### src/rtl/ifc_seq_pkg.sv
// Shared constants and payload types for the command sequencer.
package ifc_seq_pkg;

    localparam int unsigned DEF_ADDR_W = 3;
    localparam int unsigned DEF_DATA_W = 1;

    localparam logic OP_WRITE = 1'b0;
    localparam logic OP_READ  = 1'b1;

    typedef struct packed {
        logic                  op;
        logic [DEF_ADDR_W-1:0] addr;
        logic [DEF_DATA_W-1:0] data;
    } cmd_t;

    typedef struct packed {
        logic [DEF_ADDR_W-1:0] addr;
        logic [DEF_DATA_W-1:0] data;
    } rsp_t;

endpackage

### src/rtl/sync_fifo.sv
// Single-clock FIFO with a count register; full/empty decode from the count.
// Ports:
//   i_clk, i_rst_n   clock, asynchronous active-low reset
//   i_push, i_data   write request and data (ignored when full)
//   i_pop            read request (ignored when empty)
//   o_head_c         entry at the read pointer
//   o_full_c         count == DEPTH
//   o_empty_c        count == 0
module sync_fifo #(
    parameter int unsigned WIDTH = 4,
    parameter int unsigned DEPTH = 4
) (
    input  logic             i_clk,
    input  logic             i_rst_n,
    input  logic             i_push,
    input  logic [WIDTH-1:0] i_data,
    input  logic             i_pop,
    output logic [WIDTH-1:0] o_head_c,
    output logic             o_full_c,
    output logic             o_empty_c
);

    localparam int unsigned PTR_W = (DEPTH > 1) ? $clog2(DEPTH) : 1;
    localparam int unsigned CNT_W = PTR_W + 1;
    localparam logic [CNT_W-1:0] FULL_CNT = CNT_W'(DEPTH);

    logic [WIDTH-1:0] r_mem [DEPTH];
    logic [PTR_W-1:0] r_wr_ptr;
    logic [PTR_W-1:0] r_rd_ptr;
    logic [CNT_W-1:0] r_count;
    logic             w_push;
    logic             w_pop;

    assign o_full_c  = (r_count == FULL_CNT);
    assign o_empty_c = (r_count == '0);
    assign w_push    = i_push & ~o_full_c;
    assign w_pop     = i_pop & ~o_empty_c;
    assign o_head_c  = r_mem[r_rd_ptr];

    // Pointers wrap naturally since DEPTH is a power of two.
    always_ff @(posedge i_clk or negedge i_rst_n) begin
        if (!i_rst_n) begin
            r_wr_ptr <= '0;
            r_rd_ptr <= '0;
            r_count  <= '0;
        end else begin
            if (w_push) begin
                r_wr_ptr <= r_wr_ptr + PTR_W'(1);
            end
            if (w_pop) begin
                r_rd_ptr <= r_rd_ptr + PTR_W'(1);
            end
            if (w_push && !w_pop) begin
                r_count <= r_count + CNT_W'(1);
            end else if (w_pop && !w_push) begin
                r_count <= r_count - CNT_W'(1);
            end
        end
    end

    // Storage needs no reset; validity is tracked by the count.
    always_ff @(posedge i_clk) begin
        if (w_push) begin
            r_mem[r_wr_ptr] <= i_data;
        end
    end

endmodule

### src/rtl/ifc_cmd_sequencer.sv
// In-order command sequencer driving a write/read method interface.
// Commands are queued, issued one per cycle from the queue head when the
// target method is ready, and read results are queued as responses.
// Ports:
//   CLK, RST_N                       clock, asynchronous active-low reset
//   cmd_valid/ready/op/addr/data     command stream in (op 0=write, 1=read)
//   rsp_valid/ready/addr/data        read response stream out
//   write_address/data/en, write_rdy write method
//   read_address/en, read_data/rdy   read method
//   busy                             either queue holds an entry
//   stall_cnt                        consecutive cycles the head was blocked (saturating)
//   err_timeout                      sticky: head blocked TIMEOUT cycles
module ifc_cmd_sequencer
    import ifc_seq_pkg::*;
#(
    parameter int unsigned ADDR_W    = DEF_ADDR_W,
    parameter int unsigned DATA_W    = DEF_DATA_W,
    parameter int unsigned CMD_DEPTH = 4,
    parameter int unsigned RSP_DEPTH = 4,
    parameter int unsigned TIMEOUT   = 1024
) (
    input  logic              CLK,
    input  logic              RST_N,
    input  logic              cmd_valid,
    output logic              cmd_ready,
    input  logic              cmd_op,
    input  logic [ADDR_W-1:0] cmd_addr,
    input  logic [DATA_W-1:0] cmd_data,
    output logic              rsp_valid,
    input  logic              rsp_ready,
    output logic [ADDR_W-1:0] rsp_addr,
    output logic [DATA_W-1:0] rsp_data,
    output logic [ADDR_W-1:0] write_address,
    output logic [DATA_W-1:0] write_data,
    output logic              write_en,
    input  logic              write_rdy,
    output logic [ADDR_W-1:0] read_address,
    output logic              read_en,
    input  logic [DATA_W-1:0] read_data,
    input  logic              read_rdy,
    output logic              busy,
    output logic [15:0]       stall_cnt,
    output logic              err_timeout
);

    localparam int unsigned CMD_W   = 1 + ADDR_W + DATA_W;
    localparam int unsigned RSP_W   = ADDR_W + DATA_W;
    localparam int unsigned STALL_W = 16;
    localparam logic [STALL_W-1:0] STALL_MAX   = '1;
    localparam logic [STALL_W-1:0] TIMEOUT_CNT =
        (TIMEOUT > 32'd65535) ? STALL_MAX : STALL_W'(TIMEOUT);

    logic [CMD_W-1:0]   w_cmd_wdata;
    logic [CMD_W-1:0]   w_cmd_head;
    logic               w_cmd_push;
    logic               w_cmd_full;
    logic               w_cmd_empty;
    logic [RSP_W-1:0]   w_rsp_wdata;
    logic [RSP_W-1:0]   w_rsp_head;
    logic               w_rsp_pop;
    logic               w_rsp_full;
    logic               w_rsp_empty;
    logic               w_head_v;
    logic               w_head_op;
    logic [ADDR_W-1:0]  w_head_addr;
    logic [DATA_W-1:0]  w_head_data;
    logic               w_wr_issue;
    logic               w_rd_issue;
    logic               w_issue;
    logic [STALL_W-1:0] w_stall_nxt;
    logic [STALL_W-1:0] r_stall_cnt;
    logic               r_err;

    // Command queue
    assign w_cmd_push  = cmd_valid & ~w_cmd_full;
    assign w_cmd_wdata = {cmd_op, cmd_addr, cmd_data};

    sync_fifo #(
        .WIDTH (CMD_W),
        .DEPTH (CMD_DEPTH)
    ) u_cmd_fifo (
        .i_clk     (CLK),
        .i_rst_n   (RST_N),
        .i_push    (w_cmd_push),
        .i_data    (w_cmd_wdata),
        .i_pop     (w_issue),
        .o_head_c  (w_cmd_head),
        .o_full_c  (w_cmd_full),
        .o_empty_c (w_cmd_empty)
    );

    // Issue decision for the queue head
    assign w_head_v = ~w_cmd_empty;
    assign {w_head_op, w_head_addr, w_head_data} = w_cmd_head;

    assign w_wr_issue = w_head_v & (w_head_op == OP_WRITE) & write_rdy;
    // rsp_full comes from the registered count, so a same-cycle pop cannot make room.
    assign w_rd_issue = w_head_v & (w_head_op == OP_READ) & read_rdy & ~w_rsp_full;
    assign w_issue    = w_wr_issue | w_rd_issue;

    // Method-side outputs follow the head and read as zero when the queue is empty.
    assign write_en      = w_wr_issue;
    assign read_en       = w_rd_issue;
    assign write_address = w_head_v ? w_head_addr : '0;
    assign write_data    = w_head_v ? w_head_data : '0;
    assign read_address  = w_head_v ? w_head_addr : '0;

    // Response queue: read data captured in the read_en cycle with the head address
    assign w_rsp_wdata = {w_head_addr, read_data};
    assign w_rsp_pop   = rsp_ready & ~w_rsp_empty;

    sync_fifo #(
        .WIDTH (RSP_W),
        .DEPTH (RSP_DEPTH)
    ) u_rsp_fifo (
        .i_clk     (CLK),
        .i_rst_n   (RST_N),
        .i_push    (w_rd_issue),
        .i_data    (w_rsp_wdata),
        .i_pop     (w_rsp_pop),
        .o_head_c  (w_rsp_head),
        .o_full_c  (w_rsp_full),
        .o_empty_c (w_rsp_empty)
    );

    assign cmd_ready = ~w_cmd_full;
    assign rsp_valid = ~w_rsp_empty;
    assign {rsp_addr, rsp_data} = rsp_valid ? w_rsp_head : '0;
    assign busy      = ~w_cmd_empty | ~w_rsp_empty;

    // Stall counter: any issue clears, a blocked head counts up and saturates, idle holds.
    always_comb begin
        w_stall_nxt = r_stall_cnt;
        if (w_issue) begin
            w_stall_nxt = '0;
        end else if (w_head_v && (r_stall_cnt != STALL_MAX)) begin
            w_stall_nxt = r_stall_cnt + STALL_W'(1);
        end
    end

    always_ff @(posedge CLK or negedge RST_N) begin
        if (!RST_N) begin
            r_stall_cnt <= '0;
            r_err       <= 1'b0;
        end else begin
            r_stall_cnt <= w_stall_nxt;
            if (w_stall_nxt >= TIMEOUT_CNT) begin
                r_err <= 1'b1;
            end
        end
    end

    assign stall_cnt   = r_stall_cnt;
    assign err_timeout = r_err;

endmodule

### config.mk
export PLATFORM = sky130hd
export DESIGN_NAME = ifc_cmd_sequencer
export DESIGN_NICKNAME = d
export VERILOG_FILES = /design/src/rtl/ifc_seq_pkg.sv /design/src/rtl/sync_fifo.sv /design/src/rtl/ifc_cmd_sequencer.sv
export SDC_FILE = /design/constraint.sdc
export NUM_CORES = 1
export LEC_CHECK = 0
export CELL_PAD_IN_SITES_DETAIL_PLACEMENT = 1
export CELL_PAD_IN_SITES_GLOBAL_PLACEMENT = 1
export CORE_AREA = 10 10 93 95
export CTS_CLUSTER_DIAMETER = 30
export DETAILED_ROUTE_END_ITERATION = 10
export DIE_AREA = 0 0 103 105
export PLACE_DENSITY_LB_ADDON = 0.1
export SLEW_MARGIN = 20
export SYNTH_ARGS = -nofsm -noshare
export SYNTH_HDL_FRONTEND = slang
export SYNTH_SLANG_ARGS = --single-unit
export TNS_END_PERCENT = 10
### constraint.sdc
create_clock -name CLK -period 6.4 [get_ports CLK]
set_input_delay 1.28 -clock CLK [delete_from_list [all_inputs] [get_ports CLK]]
set_output_delay 1.28 -clock CLK [all_outputs]
set_load 0.01 [all_outputs]
; Word level (Yosys, flattened, before mapping)
; Memories as Yosys holds them, arrays and structs flattened.
; Index checks and enable logic that the tools add are counted.
[classes]
n_addsub = 9
eq_ne = 3
reduce_logical = 13
n_lt_le_gt_ge = 1
bitwise = 18
muxes = 13
[ops]
columns = op, count
row1 = $mux W16, 2
row2 = $add A16 B1 Y16 const B, 1
row3 = $ge A16 B11 Y1 const B, 1
row4 = $ne A16 B16 Y1 const B, 1
row5 = $mux W3, 5
row6 = $and A1 B1 Y1, 11
row7 = $add A2 B1 Y2 const B, 4
row8 = $add A3 B1 Y3 const B, 2
row9 = $eq A3 B3 Y1 const B, 2
row10 = $logic_not A3 Y1, 2
row11 = $sub A3 B1 Y3 const B, 2
row12 = $logic_and A1 B1 Y1, 5
row13 = $mux W1, 5
row14 = $not A1 Y1, 5
row15 = $logic_not A1 Y1, 4
row16 = $mux W4, 1
row17 = $reduce_bool A2 Y1, 2
row18 = $or A1 B1 Y1, 2
[word_totals]
memories = 2
regBits = 31
mem_bits_rw = 36
input_bits = 12
output_inout_bits = 33
elab_cells = 67
[mem_list]
columns = name, words, width, read_ports, rd_clocked_by_memory_dff, write_ports, line
row1 = u_cmd_fifo.r_mem, 4, 5, 1, 0, 1, sync_fifo.sv:27  ; logic [WIDTH-1:0] r_mem [DEPTH];
row2 = u_rsp_fifo.r_mem, 4, 4, 1, 0, 1, sync_fifo.sv:27

; Longest topological paths before layout
; Gate-level depths: netlist (run 1).
[depth]
word_depth = 10
mapped_depth = 13
depth_no_buf = 11

; Cells and area by module
; Synthesis (run 1) repeated with hierarchy kept, for this count alone.
[unflattened]
cells_unflattened = 235
hier_area_um2 = 3300.7
[by_module_without_submodules]
columns = mod, cells_per_inst, n_inst, area_per_inst_um2, seq_area_each_um2
row1 = sync_fifo (u_cmd_fifo), 62, 1, 1161.1, 775.7
row2 = ifc_cmd_sequencer, 117, 1, 1124.8, 425.4
row3 = sync_fifo (u_rsp_fifo), 56, 1, 1014.7, 655.6

; Worst setup path after synthesis (run 1)
; No wires, ideal clock.
[synth_timing]
path_type = input to register
start = input read_rdy
end = register u_cmd_fifo.r_count[1]
t_arrival_ns = 3.129
stages = 10
path_buffers = 2
slack_ns = 3.146
required_time_ns = 6.275
setup_ns = 0.125
cell_sequence = a21boi_0 mux2i_1 nor2_1 buf_2 buf_1 inv_1 ha_1 inv_1 fa_1 mux2_2
[synth_via]
elab_chain_cells = 7
word_cells_on_any_way = 9
[synth_rtl]
columns = element, line
row1 = "start, declared", ifc_cmd_sequencer.sv:40  ; input logic read_rdy,
row2 = $and A1 B1 Y1 (*) (2 in a row), ifc_cmd_sequencer.sv:98  ; assign w_rd_issue = w_head_v & (w_head_op == OP_READ) & read_rdy & ~w_rsp_full;
row3 = $or A1 B1 Y1 (*), ifc_cmd_sequencer.sv:99  ; assign w_issue = w_wr_issue | w_rd_issue;
row4 = $and A1 B1 Y1 (*), sync_fifo.sv:37  ; assign w_pop = i_pop & ~o_empty_c;
row5 = $logic_not A1 Y1, sync_fifo.sv:53  ; if (w_push && !w_pop) begin
row6 = $logic_and A1 B1 Y1, sync_fifo.sv:53
row7 = $mux W3 or $reduce_bool A2 Y1 (tied branches), -
row8 = "end signal, assigned", sync_fifo.sv:54  ; r_count <= r_count + CNT_W'(1);
row9 = "end signal, assigned", sync_fifo.sv:56  ; r_count <= r_count - CNT_W'(1);
row10 = "end, declared", sync_fifo.sv:30  ; logic [CNT_W-1:0] r_count;
; Every way passes the cells marked *; elsewhere a longest branch is shown, timed or not.
; A chain may end at the register's enable or synchronous reset.

; Final worst setup path (run 1)
[layout_timing]
start = input read_rdy
end = output read_en
[layout_via]
elab_chain_cells = 2
[layout_rtl]
columns = element, line
row1 = $and A1 B1 Y1 (2 in a row), ifc_cmd_sequencer.sv:98
row2 = "end, declared", ifc_cmd_sequencer.sv:38  ; output logic read_en,
; No other way between the ends.

==> results of run 1 <==
Yosys cell counts, drive strengths merged (5+ instances only):
library cell  count  area, µm²
and2             13       81.3
nand2            11       41.3
ha               11        138
mux4              9        203
nor3              5       30.0
nor2             26       97.6
dfrtp            31        776
inv               8       30.0
buf               6       38.8
edfxtp           36       1080
xnor2            13        114
nand4             7       58.8
nand3             6       30.0
xor2             12        105
clkbuf            5       18.8
and3              6       37.5
layer usage:
metal  vias up  routed length, µm
met4         0                 62
met3         8                358
met2        37               3160
met5         -                  0
met1       983               2860
li1        932                  -
sequential cells by signal (all words and copies together), names as in the netlist:
register / cells
stall_cnt: 16
u_cmd_fifo.r_wr_ptr: 2
err_timeout: 1
u_cmd_fifo.r_count: 3
u_rsp_fifo.r_count: 3
u_rsp_fifo.r_rd_ptr: 2
u_rsp_fifo.r_wr_ptr: 2
u_cmd_fifo.r_mem: 20
u_cmd_fifo.r_rd_ptr: 2
u_rsp_fifo.r_mem: 16
worst register-to-register path: stages (launching register included):
cell and delay (ns):
sky130_fd_sc_hd__dfrtp_1 0.59, sky130_fd_sc_hd__mux4_2 0.64, sky130_fd_sc_hd__mux2i_1 0.15, sky130_fd_sc_hd__nor2_1 0.09, sky130_fd_sc_hd__buf_4 0.25, sky130_fd_sc_hd__inv_1 0.08, sky130_fd_sc_hd__ha_1 0.22, sky130_fd_sc_hd__inv_1 0.07
sky130_fd_sc_hd__fa_1 0.40, sky130_fd_sc_hd__mux2_2 0.28
cells by family (layout without fill, tap and decap cells):
logic type	Yosys count	after routing	synth area share, %
AND/OR/NAND/NOR	87	87	14.9
buffers and inverters	19	70	2.79
adder cells (fa/ha/maj)	13	13	5.66
multiplexers	13	13	7.81
flip-flops	67	67	59.2
AO/OA/AOI/OAI	11	11	2.67
XOR/XNOR	25	25	6.98
report_power, final:
part / internal, mW / leakage [nW] / switching, mW
clock network: 0.181 / 0.101 / 0.164
registers: 0.576 / 0.722 / 0.0993
logic: 0.332 / 0.643 / 0.298
how the worst max path moves through the flow:
stage,startpoint,slack (ns),cells after the start,to
3_5_place_dp,read_rdy,2.14,4,read_en
3_3_place_gp,read_rdy,2.13,4,read_en
4_1_cts,read_rdy,2.13,4,read_en
2_1_floorplan,read_rdy,3.15,10,u_cmd_fifo.r_count[1]
6_report,read_rdy,2.17,4,read_en
5_1_grt,read_rdy,2.05,4,read_en
layout make-up:
class | instances | share of cell area (%)
flip-flops and latches | 67 | 48.5
multi-input cells | 149 | 31.2
repair buffers | 46 | 11.9
clock buffers | 10 | 3.33
well taps | 80 | 2.61
clock inverters | 6 | 1.73
inverters | 8 | 0.784
==> summary.md, run 1 <==
| Metric | Value |
|---|---|
| Outcome | finished, final reports clean |
| Worst EP required | between 5 and 6 ns |
| Drt drc | 0 |
| Sum of overflow across all layers after global routing | 0 |
| Post-place instance area | between 3000 and 4000 µm² |
| Hold path depth | 1 |
| Number of antenna violations at the first check in global routing | 0 |
| Number of core rows | 30 |
| Routability congestion estimate from global placement | 0.744 |
| Leakage dissipation | 1.47 nW |
| Synth Instances | around 240 |
| Cell repeated most along the worst path | sky130_fd_sc_hd__clkdlybuf4s50_1 |
| Initial standard-cell utilization of the core | ~46% |
| Critical Path Source Type | primary input |
| Final std cells w/o fill | about 370 |
| Overall die area | between 10000 and 15000 µm² |
| Fraction of the cycle the final worst path needs | about two thirds |
| Final Max Slew Viols | 0 |
| CP Buf/Inv Count | 2 |
| Port-buffer cells | 44 |
| Classification of the worst-slack hold path | flip-flop to flip-flop |
| Busiest layer in global routing | met2 |
| CTS Sinks | between 60 and 70 |
| Met3 GRT Util | under 10% |
| Drt via density | 5.36 |
| Max rail drop VDD | 0.193 mV |
| Critical path, cell by cell | clkdlybuf4s50_1, a21boi_0, and3_1, clkdlybuf4s50_1 |
| Final non-filler cell area | 3830 µm² |
| Synth Area per Inst | about 13 µm² |
| Fraction of final layout cells sized beyond drive strength 1 | 11.2% |
| CTS-repair resized insts | 0 |
| Count of flip-flops with a built-in enable after synthesis | 36 |
| Worst slew margin | about half |
| Clock insertion delay at the later pin of the skew report | 0.34 ns |
| Synth Flop Type | sky130_fd_sc_hd__edfxtp_1 |
| Fraction of the core area covered by cells at the end of the flow | ~57% |
| Placeable core region | approximately 6800 µm² |
| Total length of routed wires | around 6400 µm |
| Arrival time of the worst setup path | between 2 and 3 ns |
| Overall via count from detail_route | between 1500 and 2000 |
| Min Clock Period, post-route | ~4.2 ns |
| Area of the multi-input gates | ~1200 µm² |
| Final-layout setup total negative slack | 0 ns |
| Highest attainable clock frequency | approximately 240 MHz |
| Global-route total usage across every layer | 12.6% |
| Clock tree from TritonCTS | built |
| Total number of nets in the final design | around 310 |
| Die span in x | between 100 and 150 µm |
| Filler instances | a little under 700 |
| Initial DRC count | approximately 110 |
| Setup repair after global routing missed its margin | no |
| Net Count, Synth | 260 |
| Final worst setup slack | 2.17 ns |
| Post-Route Skew | 0.0107 ns |
| Total power divided by cell area | about 430 nW/µm² |
| Most common cell after layout, fill and taps aside | sky130_fd_sc_hd__clkdlybuf4s50_1 |
| Die height | 105 µm |
| Leading cell types in the layout, fill and taps excluded | 44 x sky130_fd_sc_hd__clkdlybuf4s50_1, 36 x sky130_fd_sc_hd__edfxtp_1, 31 x sky130_fd_sc_hd__dfrtp_1, 26 x sky130_fd_sc_hd__nor2_1, 13 x sky130_fd_sc_hd__xnor2_1 |
| CP max stage cell | sky130_fd_sc_hd__clkdlybuf4s50_1 |
| Hpwl dp | 4850 µm |
| TritonCTS buffer count | 9 |
| CP Capture Type | primary output |
| Overall power after layout | 1.65 mW |
| Maximum number of pins on one net before global-route repair | 32 |
| IO Count | 45 |
| Buffers inserted during post-CTS setup optimization | 0 |
| Via count of the first global-routing pass | between 2000 and 2500 |
| Number of optimization iterations in the first detailed-route pass | 4 |
| Total of warnings raised by yosys | 0 |
| Peak fanout along the critical path | 9 |
| Start of the worst register-to-register path | u_cmd_fifo.r_rd_ptr[0] |
| Worst hold slack across all endpoints | ~0.47 ns |
| Delay contributed by the slowest stage of the critical path | 0.61 ns |
| Global-route wire length before repair | roughly 11000 µm |
| Maximum count of clock buffers along a single path | 2 |
| Register clock-pin slew on the reported worst setup and hold paths | 0.07 ns |
| Max-cap violations | 0 |
| Cell variety after synth | 40 |
| CP Class | primary input to primary output |
| Footprint of the flip-flops and latches | 1860 µm² |
| Root Driver | sky130_fd_sc_hd__clkbuf_8 |
| Final number of hold-violating endpoints | 0 |
| Hold path endpoint | err_timeout |
| Length in cells of the worst reg-to-reg path | 9 |
| Capture instance of the worst register-to-register path | u_cmd_fifo.r_count[1] |
| Remaining antenna violation count | 0 |
| Crit-path leading delay family | buffers and inverters |
| Cell Count Post-Placement | 350 |
| Synth Cell Area | between 3000 and 4000 µm² |
| Flop and latch count out of synthesis | 67 |
| Hold-fix buffer count after cts | 0 |
| Global Route met2 Usage | 20.0% |
| Placement-stage worst setup slack | 2.14 ns |
| Portion of the post-synthesis area used by sequential elements | 59.2% |
| Global-route met1 utilization | between 15 and 20% |
| Area growth from synthesis to layout | 22.0% |
| Number of setup violations in the final report | 0 |
| Antenna diode instance count | 0 |
| Worst Max-Slew Pin Slew | around 0.72 ns |
| Number of H-tree levels | 3 |
| Internal reg-to-reg setup slack | ~3.5 ns |
| Wire length per cell after detailed routing | ~18 µm |
| Worst hold start | err_timeout |
| Ys async rst share | 46.3% |
Note: power is estimated with default switching activity, not from simulation.
==> run 2, diff against run 1 <==
--- a/config.mk
+++ b/config.mk
@@ -7,10 +7,10 @@
 export LEC_CHECK = 0
 export CELL_PAD_IN_SITES_DETAIL_PLACEMENT = 1
 export CELL_PAD_IN_SITES_GLOBAL_PLACEMENT = 1
-export CORE_AREA = 10 10 93 95
+export CORE_AREA = 10 10 96 98
 export CTS_CLUSTER_DIAMETER = 30
 export DETAILED_ROUTE_END_ITERATION = 10
-export DIE_AREA = 0 0 103 105
+export DIE_AREA = 0 0 106 108
 export PLACE_DENSITY_LB_ADDON = 0.1
 export SLEW_MARGIN = 20
 export SYNTH_ARGS = -nofsm -noshare
==> constraint.sdc (replaced) <==
create_clock -name CLK -period 4.36 [get_ports CLK]
set_input_delay 0.872 -clock CLK [delete_from_list [all_inputs] [get_ports CLK]]
set_output_delay 0.872 -clock CLK [all_outputs]
set_load 0.01 [all_outputs]
==> summary.md, run 2 (synthesis results as in run 1) <==
| Metric | Value |
|---|---|
| Via count of the first global-routing pass | approximately 2200 |
| Overall die area | 11400 µm² |
| Routability congestion estimate from global placement | between 0.7 and 0.8 |
| Highest attainable clock frequency | between 200 and 300 MHz |
| Setup repair after global routing missed its margin | no |
| Most common cell after layout, fill and taps aside | sky130_fd_sc_hd__clkdlybuf4s50_1 |
| Remaining antenna violation count | 0 |
| Register with the highest flop count | u_cmd_fifo.r_mem |
| CP Capture Type | primary output |
| Initial standard-cell utilization of the core | a little over two fifths |
| Fraction of the cycle the final worst path needs | between 70% and 80% |
| Number of H-tree levels | 3 |
| Worst Max-Slew Pin Slew | approximately 0.66 ns |
| Peak fanout along the critical path | 9 |
| CP Class | primary input to primary output |
| Net switching fraction of the power | between 30% and 40% |
| Global-route wire length before repair | 11300 µm |
| Leading cell types in the layout, fill and taps excluded | 44 x sky130_fd_sc_hd__clkdlybuf4s50_1, 36 x sky130_fd_sc_hd__edfxtp_1, 31 x sky130_fd_sc_hd__dfrtp_1, 26 x sky130_fd_sc_hd__nor2_1, 13 x sky130_fd_sc_hd__xnor2_1 |
| Hold-fix buffer count after cts | 0 |
| Worst hold start | err_timeout |
| Antenna diode instance count | 0 |
| Wire length the detailed router placed on met1 | 2990 µm |
| Max reg flops | 20 |
| Overall power after layout | ~2.5 mW |
| Net switching power | about 0.85 mW |
| Buffers inserted during post-CTS setup optimization | 0 |
| Filler instances | between 700 and 800 |
| Maximum number of pins on one net before global-route repair | 32 |
| Number of core rows | 32 |
| Final non-filler cell area | ~3900 µm² |
| Fraction of final layout cells sized beyond drive strength 1 | 11.2% |
| Hold path depth | 1 |
| Proportion of power drawn by the clock network | a little over a fifth |
| Relative contribution of combinational cells to total power | 38.1% |
| Final number of hold-violating endpoints | 0 |
| Final-layout setup total negative slack | 0 ns |
| TritonCTS buffer count | 9 |
| Sum of overflow across all layers after global routing | 0 |
| Worst slew margin | a little under three fifths |
| Worst EP required | between 3 and 4 ns |
| Start of the worst register-to-register path | u_cmd_fifo.r_rd_ptr[0] |
| CTS Sinks | 67 |
| Clock tree from TritonCTS | built |
| Min Clock Period, post-route | 3.45 ns |
| Hpwl dp | around 5100 µm |
| Die height | about 110 µm |
| Footprint of the flip-flops and latches | between 1500 and 2000 µm² |
| Port-buffer cells | between 40 and 50 |
| Root Driver | sky130_fd_sc_hd__clkbuf_8 |
| Worst hold slack across all endpoints | a little under 0.5 ns |
| Detailed route wirelength on metal2 | roughly 3500 µm |
| Length of routed met3 wiring | 319 µm |
| CTS-repair resized insts | 0 |
| Area of the multi-input gates | ~1200 µm² |
| Overall via count from detail_route | 1946 |
| Leakage dissipation | between 1 and 1.5 nW |
| Number of setup violations in the final report | 0 |
| Hold path endpoint | err_timeout |
| Global-route total usage across every layer | around an eighth |
| Final Max Slew Viols | 0 |
| Number of optimization iterations in the first detailed-route pass | 4 |
| Drt drc | 0 |
| Die span in x | 106 µm |
| Internal | around 1.6 mW |
| Fraction of the core area covered by cells at the end of the flow | 51.9% |
| IO Count | 45 |
| DR top layer | met4 |
| Post-Route Skew | 0.00987 ns |
| Area growth from synthesis to layout | 23.1% |
| Critical Path Source Type | primary input |
| Arrival time of the worst setup path | 2.58 ns |
| Post-place instance area | roughly 3700 µm² |
| Length in cells of the worst reg-to-reg path | 9 |
| Clock insertion delay at the later pin of the skew report | 0.34 ns |
| Total power divided by cell area | 637 nW/µm² |
| Total length of routed wires | about 7000 µm |
| Register clock-pin slew on the reported worst setup and hold paths | roughly 0.07 ns |
| Initial DRC count | 62 |
| Wire length per cell after detailed routing | 17.8 µm |
| Outcome | finished, final reports clean |
| Classification of the worst-slack hold path | flip-flop to flip-flop |
| Max rail drop VDD | about 0.33 mV |
| Internal reg-to-reg setup slack | around 1.5 ns |
| Number of antenna violations at the first check in global routing | 0 |
| Maximum count of clock buffers along a single path | 2 |
| Placeable core region | ~7400 µm² |
| Drt via density | roughly 5.0 |
| Total number of nets in the final design | slightly above 300 |
| Max-cap violations | 0 |
| Part of the total power dissipated in sequential elements | roughly two fifths |
| Capture instance of the worst register-to-register path | u_cmd_fifo.r_count[1] |
run 2: area by class of cell:
class / count / share of cell area (%)
clock buffers: 10 / 3.30
clock inverters: 6 / 1.88
inverters: 8 / 0.777
multi-input cells: 149 / 30.9
flip-flops and latches: 67 / 48.1
well taps: 102 / 3.30
repair buffers: 46 / 11.8
run 2: worst max path at each step:
stage | slack (ns) | end | cells after the start | start
CTS | 0.89 | read_en | 4 | read_rdy
finish | 0.91 | read_en | 4 | read_rdy
global route | 0.76 | read_en | 4 | read_rdy
floorplan | 1.51 | u_cmd_fifo.r_count[1] | 10 | read_rdy
detailed placement | 0.90 | read_en | 4 | read_rdy
global placement | 0.91 | read_en | 4 | read_rdy
run 2: through the flow:
stage / setup slack, ns / cells
floorplan: 1.51 / 235
global placement: 0.907 / 372
detailed placement: 0.901 / 372
CTS: 0.894 / 388
global route: 0.757 / 388
finish: 0.912 / 388
run 2: critical path, cell delays in order:
cell and delay (ns):
sky130_fd_sc_hd__clkdlybuf4s50_1 0.45, sky130_fd_sc_hd__a21boi_0 0.21, sky130_fd_sc_hd__and3_1 0.41, sky130_fd_sc_hd__clkdlybuf4s50_1 0.63
run 2: power by group through the flow:
| stage | sequential (mW) | combinational (mW) | clock (mW) |
|---|---|---|---|
| after floorplan | 0.943 | 0.641 | 0 |
| after global placement | 1.00 | 0.915 | 0 |
| after detailed placement | 1.01 | 0.957 | 0 |
| after CTS | 1.00 | 0.967 | 0.543 |
| after global routing | 1.03 | 1.03 | 0.572 |
| final | 0.998 | 0.938 | 0.525 |
run 2: per-layer routing:
metal	track usage (%)	up-vias
li1	-	934
met5	0	-
met4	3.77	0
met2	21.8	35
met3	4.70	6
met1	14.1	971
